File: config.mk
export PLATFORM = sky130hd
export DESIGN_NAME = conv_window_sched
export DESIGN_NICKNAME = d
export VERILOG_FILES = /design/src/rtl/conv_window_sched.sv
export SDC_FILE = /design/constraint.sdc
export NUM_CORES = 1
export LEC_CHECK = 0
export ABC_AREA = 1
export CORE_MARGIN = 10
export CORE_UTILIZATION = 29
export DETAILED_ROUTE_END_ITERATION = 7
export SKIP_CTS_REPAIR_TIMING = 1
export SYNTH_ARGS = -nofsm -noshare
export SYNTH_HDL_FRONTEND = slang
export SYNTH_SLANG_ARGS = --single-unit
File: constraint.sdc
create_clock -name i_clk -period 2.95 [get_ports i_clk]
set_input_delay 0.59 -clock i_clk [delete_from_list [all_inputs] [get_ports i_clk]]
set_output_delay 0.59 -clock i_clk [all_outputs]
set_load 0.01 [all_outputs]
File: src/rtl/conv_window_sched.sv
// ---------------------------------------------------------------------------
// conv_window_sched
//
// Purpose:
//   Sequences a 3x3 elementwise multiply/accumulate datapath over a raster
//   frame of IMG_W x IMG_H 8-bit pixels. Two line buffers hold the previous
//   two image lines, and a 3x3 shift window is formed from them plus the
//   incoming pixel. For every position where a full window exists, the
//   window and the stored kernel are presented to the external datapath.
//   The 8-bit sum it returns is captured and offered downstream on a
//   valid/ready result port.
//
// Parameters:
//   IMG_W  frame width in pixels (>= 3)
//   IMG_H  frame height in lines (>= 3)
//
// Ports:
//   i_clk          clock, rising edge
//   i_rst          synchronous active-high reset
//   i_k_load       load kernel from i_k_data (IDLE only)
//   i_k_data[72]   kernel {k00,k01,k02,k10,..,k22}, k00 in the MSBs
//   i_start        begin a frame (IDLE only)
//   o_busy         high while a frame is running or flushing
//   o_done         one-cycle pulse at the end of a frame
//   i_pix_valid    pixel offered
//   i_pix_data[8]  pixel, raster order
//   o_pix_ready    pixel accepted when i_pix_valid & o_pix_ready
//   o_mac_a[72]    window {w00..w22}; row 0 = oldest line, col 0 = oldest col
//   o_mac_b[72]    stored kernel
//   i_mac_sum[8]   datapath sum, combinational from o_mac_a/o_mac_b
//   o_res_valid    result held
//   o_res_data[8]  captured datapath sum
//   i_res_ready    result consumed when o_res_valid & i_res_ready
//
// Optional feature (macro DETECT_CNT_EN):
//   i_thresh[8]      detection threshold
//   o_obj_count[16]  number of results >= i_thresh in the current frame;
//                    cleared on start, stable from done until next start
// ---------------------------------------------------------------------------
module conv_window_sched #(
  parameter int IMG_W = 8,
  parameter int IMG_H = 8
) (
  input  logic        i_clk,
  input  logic        i_rst,
  input  logic        i_k_load,
  input  logic [71:0] i_k_data,
  input  logic        i_start,
  output logic        o_busy,
  output logic        o_done,
  input  logic        i_pix_valid,
  input  logic [7:0]  i_pix_data,
  output logic        o_pix_ready,
  output logic [71:0] o_mac_a,
  output logic [71:0] o_mac_b,
  input  logic [7:0]  i_mac_sum,
  output logic        o_res_valid,
  output logic [7:0]  o_res_data,
  input  logic        i_res_ready
`ifdef DETECT_CNT_EN
  ,
  input  logic [7:0]  i_thresh,
  output logic [15:0] o_obj_count
`endif
);

  localparam int COL_W = (IMG_W > 1) ? $clog2(IMG_W) : 1;
  localparam int ROW_W = (IMG_H > 1) ? $clog2(IMG_H) : 1;
  localparam logic [COL_W-1:0] LAST_COL = COL_W'(IMG_W - 1);
  localparam logic [ROW_W-1:0] LAST_ROW = ROW_W'(IMG_H - 1);

  typedef enum logic [1:0] {
    S_IDLE,
    S_RUN,
    S_FLUSH,
    S_DONE
  } state_t;

  state_t           r_state;
  state_t           w_next_state;

  logic [COL_W-1:0] r_col;
  logic [ROW_W-1:0] r_row;

  logic [7:0]       r_line_old [IMG_W];
  logic [7:0]       r_line_new [IMG_W];
  logic [7:0]       r_win [3][3];

  logic [71:0]      r_kernel;
  logic             r_win_pend;
  logic             r_res_valid;
  logic [7:0]       r_res_data;

  logic             w_pix_ready;
  logic             w_accept;
  logic             w_last_pix;
  logic             w_win_complete;
  logic             w_frame_start;
  logic             w_kernel_load;
  logic             w_res_fire;
  logic [71:0]      w_mac_a;

  // Control qualifiers. Start and kernel load are only meaningful in IDLE,
  // so they are masked here once and everything downstream can use them
  // without re-checking the state.
  assign w_frame_start = (r_state == S_IDLE) & i_start;
  assign w_kernel_load = (r_state == S_IDLE) & i_k_load;

  // A pixel can be taken only while running, only when no window is
  // waiting to be captured, and only if the result slot is free or being
  // emptied this very cycle. Holding off while a window is pending keeps
  // the window registers stable for the cycle the datapath sum is sampled.
  assign w_pix_ready    = (r_state == S_RUN) & ~r_win_pend & (~r_res_valid | i_res_ready);
  assign w_accept       = i_pix_valid & w_pix_ready;
  assign w_last_pix     = (r_row == LAST_ROW) & (r_col == LAST_COL);
  assign w_win_complete = w_accept & (r_row >= ROW_W'(2)) & (r_col >= COL_W'(2));
  assign w_res_fire     = r_res_valid & i_res_ready;

  assign o_pix_ready = w_pix_ready;
  assign o_res_valid = r_res_valid;
  assign o_res_data  = r_res_data;
  assign o_mac_b     = r_kernel;
  assign o_mac_a     = w_mac_a;

  // State register for the frame sequencer. Reset drops any frame in
  // progress straight back to IDLE without passing through DONE.
  always_ff @(posedge i_clk) begin
    if (i_rst) begin
      r_state <= S_IDLE;
    end else begin
      r_state <= w_next_state;
    end
  end

  // Next-state and status decode. FLUSH exists because the last pixel
  // always completes a window, so the frame is not over until that final
  // result has been handed downstream.
  always_comb begin
    w_next_state = r_state;
    o_busy       = 1'b0;
    o_done       = 1'b0;
    case (r_state)
      S_IDLE: begin
        if (i_start) begin
          w_next_state = S_RUN;
        end
      end
      S_RUN: begin
        o_busy = 1'b1;
        if (w_accept && w_last_pix) begin
          w_next_state = S_FLUSH;
        end
      end
      S_FLUSH: begin
        o_busy = 1'b1;
        if (!r_win_pend && !r_res_valid) begin
          w_next_state = S_DONE;
        end
      end
      S_DONE: begin
        o_done       = 1'b1;
        w_next_state = S_IDLE;
      end
      default: begin
        w_next_state = S_IDLE;
      end
    endcase
  end

  // Raster position of the next pixel to be accepted. The row wraps with
  // the last pixel as well, but counters are also cleared on start so a
  // frame aborted by reset or otherwise can never leave a stale position.
  always_ff @(posedge i_clk) begin
    if (i_rst) begin
      r_col <= '0;
      r_row <= '0;
    end else if (w_frame_start) begin
      r_col <= '0;
      r_row <= '0;
    end else if (w_accept) begin
      if (r_col == LAST_COL) begin
        r_col <= '0;
        if (r_row == LAST_ROW) begin
          r_row <= '0;
        end else begin
          r_row <= r_row + ROW_W'(1);
        end
      end else begin
        r_col <= r_col + COL_W'(1);
      end
    end
  end

  // Two column-indexed line buffers. At each accepted pixel the entry for
  // this column ages from the newer line into the older one and the new
  // pixel takes its place. Contents are deliberately left uninitialised:
  // a window is only ever flagged once two full lines of the current
  // frame have passed through, so old data can never reach a result.
  always_ff @(posedge i_clk) begin
    if (w_accept) begin
      r_line_old[r_col] <= r_line_new[r_col];
      r_line_new[r_col] <= i_pix_data;
    end
  end

  // The 3x3 window shifts one column left per accepted pixel; the new
  // right-hand column is the pixel two lines up, the pixel one line up,
  // and the incoming pixel, read from the buffers before they update.
  always_ff @(posedge i_clk) begin
    if (i_rst) begin
      for (int i = 0; i < 3; i++) begin
        for (int j = 0; j < 3; j++) begin
          r_win[i][j] <= '0;
        end
      end
    end else if (w_accept) begin
      for (int i = 0; i < 3; i++) begin
        for (int j = 0; j < 2; j++) begin
          r_win[i][j] <= r_win[i][j+1];
        end
      end
      r_win[0][2] <= r_line_old[r_col];
      r_win[1][2] <= r_line_new[r_col];
      r_win[2][2] <= i_pix_data;
    end
  end

  // Flatten the window onto the datapath bus with w00 in the top byte so
  // it lines up byte-for-byte with the kernel layout.
  always_comb begin
    w_mac_a = '0;
    for (int i = 0; i < 3; i++) begin
      for (int j = 0; j < 3; j++) begin
        w_mac_a[71 - 8*(3*i + j) -: 8] = r_win[i][j];
      end
    end
  end

  // Kernel store. Loading in the same IDLE cycle as start is fine: the
  // first window cannot reach the datapath until several pixels later.
  always_ff @(posedge i_clk) begin
    if (i_rst) begin
      r_kernel <= '0;
    end else if (w_kernel_load) begin
      r_kernel <= i_k_data;
    end
  end

  // Result capture. A completed window raises win_pend for exactly one
  // cycle, during which the datapath sum of the now-stable window is
  // sampled into the result register. Pixel acceptance guarantees the
  // result slot is empty by then, so capture never overwrites a result.
  always_ff @(posedge i_clk) begin
    if (i_rst) begin
      r_win_pend  <= 1'b0;
      r_res_valid <= 1'b0;
      r_res_data  <= '0;
    end else begin
      r_win_pend <= w_win_complete;
      if (r_win_pend) begin
        r_res_valid <= 1'b1;
        r_res_data  <= i_mac_sum;
      end else if (w_res_fire) begin
        r_res_valid <= 1'b0;
      end
    end
  end

`ifdef DETECT_CNT_EN
  logic [15:0] r_obj_count;

  // Detection counter: counts handed-off results at or above threshold.
  // Handshakes only occur while a frame is active, so the value freezes
  // on its own from done until the next start clears it.
  always_ff @(posedge i_clk) begin
    if (i_rst) begin
      r_obj_count <= '0;
    end else if (w_frame_start) begin
      r_obj_count <= '0;
    end else if (w_res_fire && (r_res_data >= i_thresh)) begin
      r_obj_count <= r_obj_count + 16'd1;
    end
  end

  assign o_obj_count = r_obj_count;
`endif

endmodule

==> flow_summary_export.csv <==
group,metric,value,unit
outcome,status,"complete, no violations",
routing,vias,8001,
floorplanning,num_rows,71,
setup_path,cpPeakStageDelay,0.53,ns
global_route,antenna_found_initial,2,
power_and_ir_drop,switchingPower,0.003647,W
power_and_ir_drop,p_int,0.008975,W
clock_network,cts_made_buffers,34,
timing,period_needed,2.584,ns
timing,max_freq,386.9,MHz
global_route,grt_pass1_wl,45.46,mm
clock_network,cts.sinks,293,
timing,fin_ws,0.3655,ns
global_route,grt_max_degree,83,
routing,drt-total-wl,29.55,mm
place,placedCellCount,1761,
routing,wl_per_cell,16.22,µm
setup_path,cpMostUsedCell,"inv_1",
place,gp_congestion,0.7697,
setup_path,cp.required,2.36,ns
logic_synthesis,avgSynthCellArea,10.83,µm²
clock_network,insertion_delay,0.52,ns
finish,area_growth,37.26,%
logic_synthesis,synth-seq-cells,293,
timing,finalHoldViolations,0,
timing,skew,0.01189,ns
clock_network,h-tree-depth,2,
logic_synthesis,seq_area_frac_synth,70.37,%
timing,worst_slew_pin_slew,0.5599,ns
setup_path,crit_fanout,4,
logic_synthesis,syn_inst,1032,
floorplanning,die_area,0.04680,mm²
power_and_ir_drop,seq_power_share,42.5,%
timing,worst_hold_slack,0.4805,ns
global_route,gr-total-overflow,0,
power_and_ir_drop,pwr_density_cell,822.6,mW/mm²
global_route,grt_pass1_vias,8048,
setup_path,worstPathCellList,"inv_1 -> ha_1 -> inv_1 -> nor2_8 -> o21a_1 -> clkdlybuf4s50_1",
logic_synthesis,ys_types,28,
logic_synthesis,synth_fp_nets,1136,
clock_network,cts.path.max_buffers,3,
routing,ant_nets,0,
logic_synthesis,ys_warn_count,0,
clock_network,clock-root-buffer,"clkbuf_16",
timing,min_period_over_period,87.61,%
power_and_ir_drop,p_clk_share,33.2,%
place,dp_slack,0.4671,ns
routing,via_per_inst,4.391,
worst_hold_path,hp-class,"reg -> reg",
setup_path,critPathKind,"reg -> out",
flow_run,maxCapViolCount,0,
timing,slew_headroom,62.56,%
clock_network,cts_tree,"done",
routing,drc,0,
floorplanning,ios,250,
routing,first_pass_iters,5,
routing,drt_iter0_drc,427,
place,dpl.hpwl,20.70,mm
place,io_buffers,249,
logic_synthesis,syn-cell-area,0.01118,mm²
power_and_ir_drop,pwr-share-comb,24.4,%
setup_path,regToRegStartpoint,"r_state[1]",
timing,rsz0062_at_grt,"no",
finish,finalNetCount,1390,
finish,post-route-util,40.55,%
floorplanning,die_y,216.3,µm
finish,stdcell_count,1822,
finish,drive_above_1_share,6.260,%
setup_path,cp-start-kind,"register",
clock_network,clk_pin_slew,0.06,ns
power_and_ir_drop,ir_drop,0.0004842,V
setup_path,startpoint,"r_state[1]",
setup_path,worstPathArrival,1.99,ns
timing,setup_viol,0,
setup_path,slowest_stage,"clkdlybuf4s50_1",
global_route,track_usage,12.10,%
floorplanning,start_util,29.54,%
timing,maxSlewViolCount,0,
floorplanning,core,0.03784,mm²
floorplanning,die_x,216.3,µm
finish,fill_cells,3689,
power_and_ir_drop,p_leak,5.698,nW
worst_hold_path,min_from,"o_mac_b[22]",
timing,setup_tns,0,ns
setup_path,critPathCaptureType,"output pin",
power_and_ir_drop,sw_frac_of_total,28.89,%
[power by group through the flow]
stage | clock [W] | sequential (W) | combinational (W)
floorplan | 0 | 0.00562 | 0.00134
global placement | 0 | 0.00543 | 0.00310
detailed placement | 0 | 0.00545 | 0.00312
CTS | 0.00432 | 0.00537 | 0.00314
global route | 0.00449 | 0.00543 | 0.00344
finish | 0.00419 | 0.00536 | 0.00307
[critical path: cells and delay by family, from the launching register on]
| kind | cells | cell delay [ns] |
|---|---|---|
| buf+inv | 3 | 0.71 |
| flops | 1 | 0.34 |
| fa+ha+maj | 1 | 0.16 |
| compound gates | 1 | 0.15 |
| simple gates | 1 | 0.12 |
[cell usage in the layout (no fill, tap or decap)]
cell	instances
nand3_4	1
nand4_1	2
clkinv_2	2
clkinv_1	6
nand3_1	2
ha_1	10
inv_4	1
bufinv_16	3
clkbuf_1	7
clkinv_4	1
edfxtp_1	200
a22oi_1	1
nor2_8	2
nand2_4	1
buf_12	4
dfxtp_1	93
o22ai_1	8
nand2_1	47
inv_1	71
diode_2	1
clkbuf_8	4
a21oi_1	13
buf_4	17
clkbuf_16	35
o21ai_0	165
clkdlybuf4s50_1	249
inv_6	2
o21a_1	1
a21oi_2	4
inv_2	4
nor2_1	343
inv_16	1
o21ai_1	9
nor3_1	1
[final timing paths]
path	slack (ns)	end	depth (start not counted)
hold / removal	0.48	o_mac_b[22]	2
setup / recovery	0.37	o_pix_ready	6
hold reg to reg	0.48	o_mac_b[22]	2
setup reg to reg	0.96	r_line_new[0][2]	9
[sequential cells by signal (all words and copies together) (netlist names), named ones only]
| signal | flops |
|---|---|
| o_mac_b | 72 |
| o_res_data | 8 |
| o_res_valid | 1 |
| r_col | 3 |
| r_line_new | 64 |
| r_line_old | 64 |
| r_row | 3 |
| r_state | 2 |
| r_win | 72 |
| r_win_pend | 1 |
[routing by layer]
layer	track usage, %	routed length [µm]	up-vias	share of wire, %
li1	-	-	3950	-
met1	13.77	11930	3668	40
met2	18.86	12900	342	44
met3	7.465	4233	39	14
met4	2.913	456	2	1.5
met5	0	20	-	0.068
[final cells by class]
class	instances	area (µm²)	share of cell area, %
clock buffers	46	957.2	6.238
repair buffers	270	2700	17.60
well taps	511	639.4	4.167
multi-input cells	610	2721	17.73
clock inverters	14	165.2	1.076
diodes	1	2.502	0.01631
inverters	77	291.5	1.900
flip-flops and latches	293	7868	51.27
[synthesized netlist by cell type]
| cell | n | area, µm² |
|---|---|---|
| a21oi_1 | 13 | 65.06 |
| a21oi_2 | 4 | 35.03 |
| a22oi_1 | 1 | 7.510 |
| buf_1 | 1 | 3.750 |
| buf_2 | 11 | 55.05 |
| buf_4 | 4 | 30.03 |
| buf_6 | 4 | 45.04 |
| clkbuf_1 | 25 | 93.84 |
| clkbuf_2 | 2 | 10.01 |
| clkbuf_8 | 5 | 68.82 |
| clkinv_1 | 1 | 3.750 |
| dfxtp_1 | 93 | 1862 |
| edfxtp_1 | 200 | 6006 |
| ha_1 | 10 | 125.1 |
| inv_1 | 72 | 270.3 |
| inv_2 | 3 | 11.26 |
| inv_4 | 1 | 6.260 |
| nand2_1 | 48 | 180.2 |
| nand3_1 | 2 | 10.01 |
| nand3_4 | 1 | 17.52 |
| nand4_1 | 2 | 12.51 |
| nor2_1 | 343 | 1287 |
| nor2_8 | 2 | 40.04 |
| nor3_1 | 1 | 5.000 |
| o21a_1 | 1 | 7.510 |
| o21ai_0 | 165 | 825.8 |
| o21ai_1 | 9 | 45.04 |
| o22ai_1 | 8 | 50.05 |
[per-stage QoR]
stage | area (µm²) | power (W)
after floorplan | 11180 | 0.006960
after global routing | 15340 | 0.01336
final | 15340 | 0.01262
after global placement | 14220 | 0.008525
after CTS | 15340 | 0.01283
after detailed placement | 14220 | 0.008573
[kinds of logic after synthesis]
kind of cell,Yosys count,share of synthesized area [%]
adders and majority gates,10,1.119
DFF,293,70.37
AOI/OAI and AO/OA,201,9.267
and+or+nand+nor,399,13.89
buffers and inverters,129,5.350
Note: power is estimated with default switching activity, not from simulation.
